<file path="src/rtl/mem_port_arbiter.sv">
// -----------------------------------------------------------------------------
// mem_port_arbiter
//
// Shares one single-port SRAM macro between an instruction-fetch port (read
// only) and a data port (read/write). Data requests win conflicts, except that
// the fetch port wins once it has lost STARVE_MAX conflict cycles in a row.
// The single outstanding read is tracked so that the SRAM read data, which
// arrives one cycle after the grant, is steered back to the requester that
// issued it.
//
// Parameters:
//   AW         SRAM word-address width (low AW bits of the 30-bit addresses)
//   BW         data width
//   STARVE_MAX consecutive lost conflicts before fetch wins (1..15)
//
// Ports:
//   CLK, RSTN                 clock (rising edge), synchronous active-low reset
//   I_REQ/I_ADDR              fetch request and word address
//   I_GNT                     fetch request accepted this cycle
//   I_RVALID/I_RDATA          fetch read return (1 cycle after grant)
//   D_REQ/D_RW/D_ADDR/D_WDATA data request (D_RW=1 write), address, write data
//   D_GNT                     data request accepted this cycle
//   D_RVALID/D_RDATA          data read return (1 cycle after grant)
//   M_CSN/M_WEN/M_A/M_DI      SRAM strobes (active low), address, write data
//   M_DOUT                    SRAM read data, valid the cycle after a read
//   CONFLICT_CNT              saturating count of cycles with both requesting
//                             (only when ARB_PERF_CNT_EN is defined)
//
// Optional feature macro: ARB_PERF_CNT_EN
// -----------------------------------------------------------------------------
module mem_port_arbiter #(
  parameter int unsigned AW         = 10,
  parameter int unsigned BW         = 32,
  parameter int unsigned STARVE_MAX = 4
) (
  input  logic          CLK,
  input  logic          RSTN,
  // fetch port
  input  logic          I_REQ,
  input  logic [29:0]   I_ADDR,
  output logic          I_GNT,
  output logic          I_RVALID,
  output logic [BW-1:0] I_RDATA,
  // data port
  input  logic          D_REQ,
  input  logic          D_RW,
  input  logic [29:0]   D_ADDR,
  input  logic [BW-1:0] D_WDATA,
  output logic          D_GNT,
  output logic          D_RVALID,
  output logic [BW-1:0] D_RDATA,
`ifdef ARB_PERF_CNT_EN
  output logic [15:0]   CONFLICT_CNT,
`endif
  // SRAM macro
  output logic          M_CSN,
  output logic          M_WEN,
  output logic [AW-1:0] M_A,
  output logic [BW-1:0] M_DI,
  input  logic [BW-1:0] M_DOUT
);

  localparam logic [3:0] STARVE_LIM = 4'(STARVE_MAX);

  typedef enum logic [1:0] {
    RD_NONE = 2'd0,
    RD_I    = 2'd1,
    RD_D    = 2'd2
  } rd_owner_t;

  logic [3:0] starve_cnt;
  rd_owner_t  rd_owner;

  logic both_req;
  logic starved;
  logic i_win;
  logic d_win;
  logic d_wr;

  // Address bits above AW-1 alias onto the SRAM and are intentionally dropped.
  generate
    if (AW < 30) begin : g_addr_hi
      logic unused_addr_hi;
      assign unused_addr_hi = ^{I_ADDR[29:AW], D_ADDR[29:AW]};
    end
  endgenerate

  // ---------------------------------------------------------------------------
  // Arbitration (combinational from REQs and registered starve_cnt)
  // ---------------------------------------------------------------------------
  always_comb begin
    both_req = I_REQ & D_REQ;
    starved  = (starve_cnt == STARVE_LIM);
    // No grants at all while reset is held, whatever the requesters do.
    i_win    = RSTN & I_REQ & (~D_REQ | starved);
    d_win    = RSTN & D_REQ & ~i_win;
    d_wr     = d_win & D_RW;
  end

  assign I_GNT = i_win;
  assign D_GNT = d_win;

  // ---------------------------------------------------------------------------
  // SRAM drive in the grant cycle; idle values otherwise
  // ---------------------------------------------------------------------------
  always_comb begin
    M_CSN = 1'b1;
    M_WEN = 1'b1;
    M_A   = '0;
    M_DI  = '0;
    if (i_win) begin
      M_CSN = 1'b0;
      M_A   = I_ADDR[AW-1:0];
    end else if (d_win) begin
      M_CSN = 1'b0;
      M_A   = D_ADDR[AW-1:0];
      if (d_wr) begin
        M_WEN = 1'b0;
        M_DI  = D_WDATA;
      end
    end
  end

  // ---------------------------------------------------------------------------
  // Starvation counter and read-return owner
  // ---------------------------------------------------------------------------
  always_ff @(posedge CLK) begin
    if (!RSTN) begin
      starve_cnt <= '0;
      rd_owner   <= RD_NONE;
    end else begin
      // A lost conflict is the only way to advance; any fetch grant or an
      // idle fetch port restarts the streak.
      if (!I_REQ || i_win) begin
        starve_cnt <= '0;
      end else if (both_req && d_win && (starve_cnt < STARVE_LIM)) begin
        starve_cnt <= starve_cnt + 4'd1;
      end

      if (i_win) begin
        rd_owner <= RD_I;
      end else if (d_win && !D_RW) begin
        rd_owner <= RD_D;
      end else begin
        rd_owner <= RD_NONE;
      end
    end
  end

  // ---------------------------------------------------------------------------
  // Read return steering
  // ---------------------------------------------------------------------------
  // Gating with RSTN drops the return of a read whose data cycle coincides
  // with reset being asserted; the owner is cleared at the following edge.
  always_comb begin
    I_RVALID = RSTN & (rd_owner == RD_I);
    D_RVALID = RSTN & (rd_owner == RD_D);
    I_RDATA  = I_RVALID ? M_DOUT : '0;
    D_RDATA  = D_RVALID ? M_DOUT : '0;
  end

`ifdef ARB_PERF_CNT_EN
  // ---------------------------------------------------------------------------
  // Saturating conflict counter
  // ---------------------------------------------------------------------------
  always_ff @(posedge CLK) begin
    if (!RSTN) begin
      CONFLICT_CNT <= '0;
    end else if (both_req && (CONFLICT_CNT != 16'hFFFF)) begin
      CONFLICT_CNT <= CONFLICT_CNT + 16'd1;
    end
  end
`endif

endmodule
</file>
<file path="config.mk">
export PLATFORM = sky130hd
export DESIGN_NAME = mem_port_arbiter
export DESIGN_NICKNAME = d
export VERILOG_FILES = /design/src/rtl/mem_port_arbiter.sv
export SDC_FILE = /design/constraint.sdc
export NUM_CORES = 1
export LEC_CHECK = 0
export BUFFER_PORTS_ARGS = -buffer_cell sky130_fd_sc_hd__clkbuf_2
export CAP_MARGIN = 25
export CORE_AREA = 2 2 93 95
export DETAILED_ROUTE_END_ITERATION = 7
export DIE_AREA = 0 0 95 97
export GPL_TIMING_DRIVEN = 0
export PLACE_DENSITY = 0.59
export SLEW_MARGIN = 25
export SYNTH_ARGS = -nofsm -noshare
export SYNTH_HDL_FRONTEND = slang
export SYNTH_SLANG_ARGS = --single-unit
</file>
<file path="constraint.sdc">
create_clock -name CLK -period 4.3 [get_ports CLK]
set_input_delay 0.86 -clock CLK [delete_from_list [all_inputs] [get_ports CLK]]
set_output_delay 0.86 -clock CLK [all_outputs]
set_load 0.02 [all_outputs]
</file>
## Word level (Yosys, flattened, before mapping)

Index checks and enable logic that the tools add are counted.

- Bits in registers: 6

- Reductions and logical operators: 8
- $add $sub $neg: 1
- Bitwise operators: 12
- Equality and inequality tests: 3
- $lt $le $gt $ge: 1
- Multiplexer cells: 14

Operators with widths:

| cell | number |
|---|---|
| two-way mux 32 bit | 5 |
| two-way mux 10 bit | 2 |
| AND 1 bit | 8 |
| two-way mux 1 bit | 6 |
| adder 4 x 1 -> 4 bit (second input constant) | 1 |
| equality test 4 x 3 -> 1 bit (second input constant) | 1 |
| < comparator 4 x 3 -> 1 bit (second input constant) | 1 |
| OR reduction 2 bit | 2 |
| logical AND 1 bit | 3 |
| NOT 1 bit | 3 |
| equality test 2 x 1 -> 1 bit (second input constant) | 1 |
| equality test 2 bit (second input constant) | 1 |
| zero test 1 bit | 2 |
| two-way mux 2 bit | 1 |
| logical OR 1 bit | 1 |
| OR 1 bit | 1 |

## Depth between registers and ports, before layout

- Depth after elaboration: 9
- Gate-level depth with buffers: 6
- Mapped depth without buffers: 5

## Worst setup path after synthesis

Ideal clock, no wire load.

- Path type: input -> output
- Start: input RSTN
- End: output I_RDATA[22]
- Data arrival time: 1,732 ps
- Data required time: 3,440 ps
- Path slack: 1,708 ps
- Stages on the path: 4
- Buffers on the path: 1
- Cell sequence: nand2_1 > nor2_1 > clkbuf_1 > and2_1

- Longest elaborated chain between the ends: 2

RTL lines:

| what | RTL line | RTL |
|---|---|---|
| start, declared | 37 | `input logic RSTN,` |
| AND 1 bit | 156 | `I_RVALID = RSTN & (rd_owner == RD_I);` |
| via I_RVALID | 42 | `output logic I_RVALID,` |
| two-way mux 32 bit | 158 | `I_RDATA = I_RVALID ? M_DOUT : '0;` |
| end, declared | 43 | `output logic [BW-1:0] I_RDATA,` |

The timed path passes the listed nets, and every way through them passes these cells.

## Worst setup path in the final report

- Start: input RSTN
- End: output M_DI[8]

- Longest elaborated chain between the ends: 8

RTL lines:

| what | RTL line | RTL |
|---|---|---|
| AND 1 bit (2 in a row) | 95 | `i_win = RSTN & I_REQ & (~D_REQ \| starved);` |
| NOT 1 bit | 96 | `d_win = RSTN & D_REQ & ~i_win;` |
| AND 1 bit | 96 |  |
| AND 1 bit | 97 | `d_wr = d_win & D_RW;` |
| two-way mux 32 bit | 117 | `if (d_wr) begin` |
| two-way mux 32 bit | 114 | `end else if (d_win) begin` |
| two-way mux 32 bit (*) | 111 | `if (i_win) begin` |
| end, declared | 59 | `output logic [BW-1:0] M_DI,` |

Every way passes the cells marked *; elsewhere a longest branch is shown, timed or not.

==> out/metrics.sh <==
OUTCOME='completed'
SYNTH_LARGEST_TYPE_AREA_FRACTION_PCT=45.4
PIN_COUNT_OF_THE_BIGGEST_NET_ENTERING_GLOBAL_ROUTING=11
DETAIL_ROUTE.ITER0.VIOLATIONS=26
WORST_HOLD_SLACK_NS=0.493
SYNTH-SEQ-AREA-SHARE_PCT=11.0
IO_PINS=241
END_KIND='output port'
DETAILED_PLACE.AREA_SQ_UM=2220
FINAL_PERIOD_MINUS_WORST_SETUP_SLACK_NS=2.98
SYNTH_AREA_PER_CELL_SQ_UM=7.12
SYNTH_ENABLE_FLOP_CELLS=0
SYNTH.AREA.TOP_CELLS='and2_1 45%, and2_2 12%, dfxtp_1 11%'
POSTSYNTHREGISTERBITS=6
SKEW_NS=0.00122
CTS-ROOT-BUF='clkbuf_8'
ROUTE.ANTENNA.REMAINING_NETS=0
CELL_INTERNAL_PWR_mW=0.181
CRITPATHKIND='in -> out'
CTS_POST_SETUP_BUFFERS_INSERTED=0
GLOBAL_ROUTE_WIRE_LENGTH_BEFORE_REPAIR_MM=7.98
TIGHTESTPINTRANSITION_NS=0.473
DR.PASS1.ITERS=3
IR_WORST_VDD_mV=0.168
CRITPATHLAUNCHTYPE='primary input'
CTS-ROOT-TO-SINK-BUFFERS=2
DETAILED_ROUTE_DRC_ERROR_COUNT=0
POWER.SHARE.SEQUENTIAL_PCT=20.9
INITIAL_ANTENNA_VIOLATION_COUNT=5
ROUTED-VIA-COUNT=1746
ROUTE.FINAL.WIRE_LENGTH_MM=5.71
POSTSYNTH.TOPFLOPCELL='dfxtp_1'
POSTSYNTH.ASYNCRESETSHARE_PCT=0
DIE_W_MICRONS=95
FINAL_PERIOD_UTILIZATION_PCT=69.3
P_SW_SHARE_PCT=34.7
CP_MAX_FO=10
YOSYSMOSTFREQUENTCELL='and2_1'
FINISH.INSTANCE_AREA_SQ_UM=2270
GRT_OVERFLOW=0
AREA_OF_THE_DIE_SQ_UM=9220
PWR-SHARE-CLK_PCT=29.4
PLACE.GP.CONGESTION=0.772
FIRST_GLOBAL_VIAS=1508
DETAILEDPLACEMENTHPWL_MM=5.40
CRITICAL_PATH_ARRIVAL_NS=2.12
CTS.SINK_COUNT=6
SETUP-VIOLATIONS-FINAL=0
SYNTH_WARNINGS=0
DRIVE_GT1_SHARE_PCT=64.3
DRT-WIRELENGTH-PER-CELL_MICRONS=12.3
POWER.DENSITY_CELL_AREA_nW_PER_UM2=122
SYN_AREA_SQ_UM=1090
STATIC-LEAKAGE-POWER_nW=1.39
SYNTH.LARGEST_AREA_CELL='and2_1'
REPORT.FINAL.SLEW_VIOL_COUNT=0
CTS_TREE='yes'
DIE_HEIGHT_MICRONS=97
MAPPEDNETLISTNETS=284
CLKLATENCYLATEPIN_NS=0.22
GLOBALROUTETOTALUTIL_PCT=11.1
CTS-HTREE-LEVELS=1
ROUTED_VIA_DENSITY=3.76
CORE_SQ_UM=8130
PORT_BUFFERS=200
CTS_INSERTED_BUFFERS=3
POST_SYNTH_NUM_CELL_TYPES=20
MAX_CLOCK_FREQ_GHz=0.335
TOTALNEGATIVESETUPSLACK_NS=0
RELSLEWSLACK_PCT=68.4
P_SWITCHING_mW=0.0963
SYN-INSTANCE-COUNT=153
P_COMB_SHARE_PCT=49.7
CP.REQUIRED_NS=3.44
CLKTRANSATPATHREGS_NS=0.03
AREA.GROWTH.SYNTH_TO_FINAL_PCT=108
SETUP_REPAIR_AFTER_GLOBAL_ROUTING_MISSED_ITS_MARGIN='no'
POSTCTSRESIZEDCELLS=0
FINAL-HOLD-VIOLATION-COUNT=0
FINAL_NETS=489
DRV_CAP=0
YOSYS-TOP-CELLS-COUNT='79 x and2_1, 18 x and2_2, 10 x a22o_1, 6 x clkbuf_1, 6 x dfxtp_1'
HOLDCRITPATHCLASS='reg -> reg'
CTS-HOLD-FIX-BUFFERS=0
INITIAL_UTILIZATION_PCT=13.4
ROWS=33
==> final cells by class <==
class / instances / area, sq um
clock buffer: 3 / 41.3
inverter: 5 / 18.8
buffer: 11 / 66.3
antenna: 3 / 7.51
timing repair buffer: 200 / 1000
sequential: 6 / 120
tap: 105 / 131
fill: 915 / 5860
multi-input combinational: 131 / 885
==> layer usage <==
metal	vias up	share of wire (%)	global-route usage [%]
met5	-	0.42	0
met4	4	0.84	1.56
met3	8	17	7.40
met2	97	43	17.1
met1	746	39	13.0
li1	891	-	-
==> layout by cell type (no fill, tap or decap), drive strengths merged <==
cell type,netlist,routed
diode,0,3
nand3b,1,1
and3b,1,1
a21oi,4,4
o21ai,2,2
nor2,5,5
nand4,1,1
a311oi,1,1
nand2,4,4
clkbuf,6,209
inv,5,5
a22o,10,10
and2,97,97
nor2b,1,1
ha,2,2
a31oi,1,1
dfxtp,6,6
xnor2,1,1
buf,5,5
==> power by group through the flow <==
stage / registers (mW) / clock network, mW / logic, mW
after floorplan: 0.0587 / 0 / 0.0672
after global placement: 0.0588 / 0 / 0.138
after detailed placement: 0.0588 / 0 / 0.140
after CTS: 0.0580 / 0.0835 / 0.140
after global routing: 0.0581 / 0.0864 / 0.151
final: 0.0580 / 0.0813 / 0.138
==> stage by stage <==
step	power [mW]	cells	setup slack (ns)	util, %
2_1_floorplan	0.126	153	1.71	-
3_3_place_gp	0.197	458	1.29	27.3
3_5_place_dp	0.199	458	1.27	27.3
4_1_cts	0.281	461	1.27	27.8
5_1_grt	0.295	461	1.13	27.8
6_report	0.277	464	1.32	27.9
==> worst max-delay path, stage by stage <==
cell      delay (ns)
clkbuf_2        0.14
nand2_1         0.11
a311oi_4        0.48
buf_6           0.20
and2_2          0.15
clkbuf_2        0.19
==> kinds of logic after synthesis <==
logic type | Yosys count | share of synthesized area (%)
AOI/OAI and AO/OA | 18 | 13.8
DFF | 6 | 11.0
buffers and inverters | 16 | 7.81
adders and majority gates | 2 | 2.30
xor gates and xnor gates | 1 | 0.804
and+or+nand+nor | 110 | 64.3
==> path summary, 6_finish.rpt <==
| kind | startpoint | to | slack (ns) | cells after the start |
|---|---|---|---|---|
| setup reg to reg | starve_cnt[0] | rd_owner[1] | 2.92 | 5 |
| hold / removal | starve_cnt[1] | starve_cnt[1] | 0.49 | 2 |
| setup / recovery | RSTN | M_DI[8] | 1.32 | 6 |
| hold reg to reg | starve_cnt[1] | starve_cnt[1] | 0.49 | 2 |
==> flip-flops by register name, indices dropped and copies added, names as in the netlist <==
register / count
starve_cnt: 4
rd_owner: 2
No activity file was read; power rests on OpenSTA's default activity.
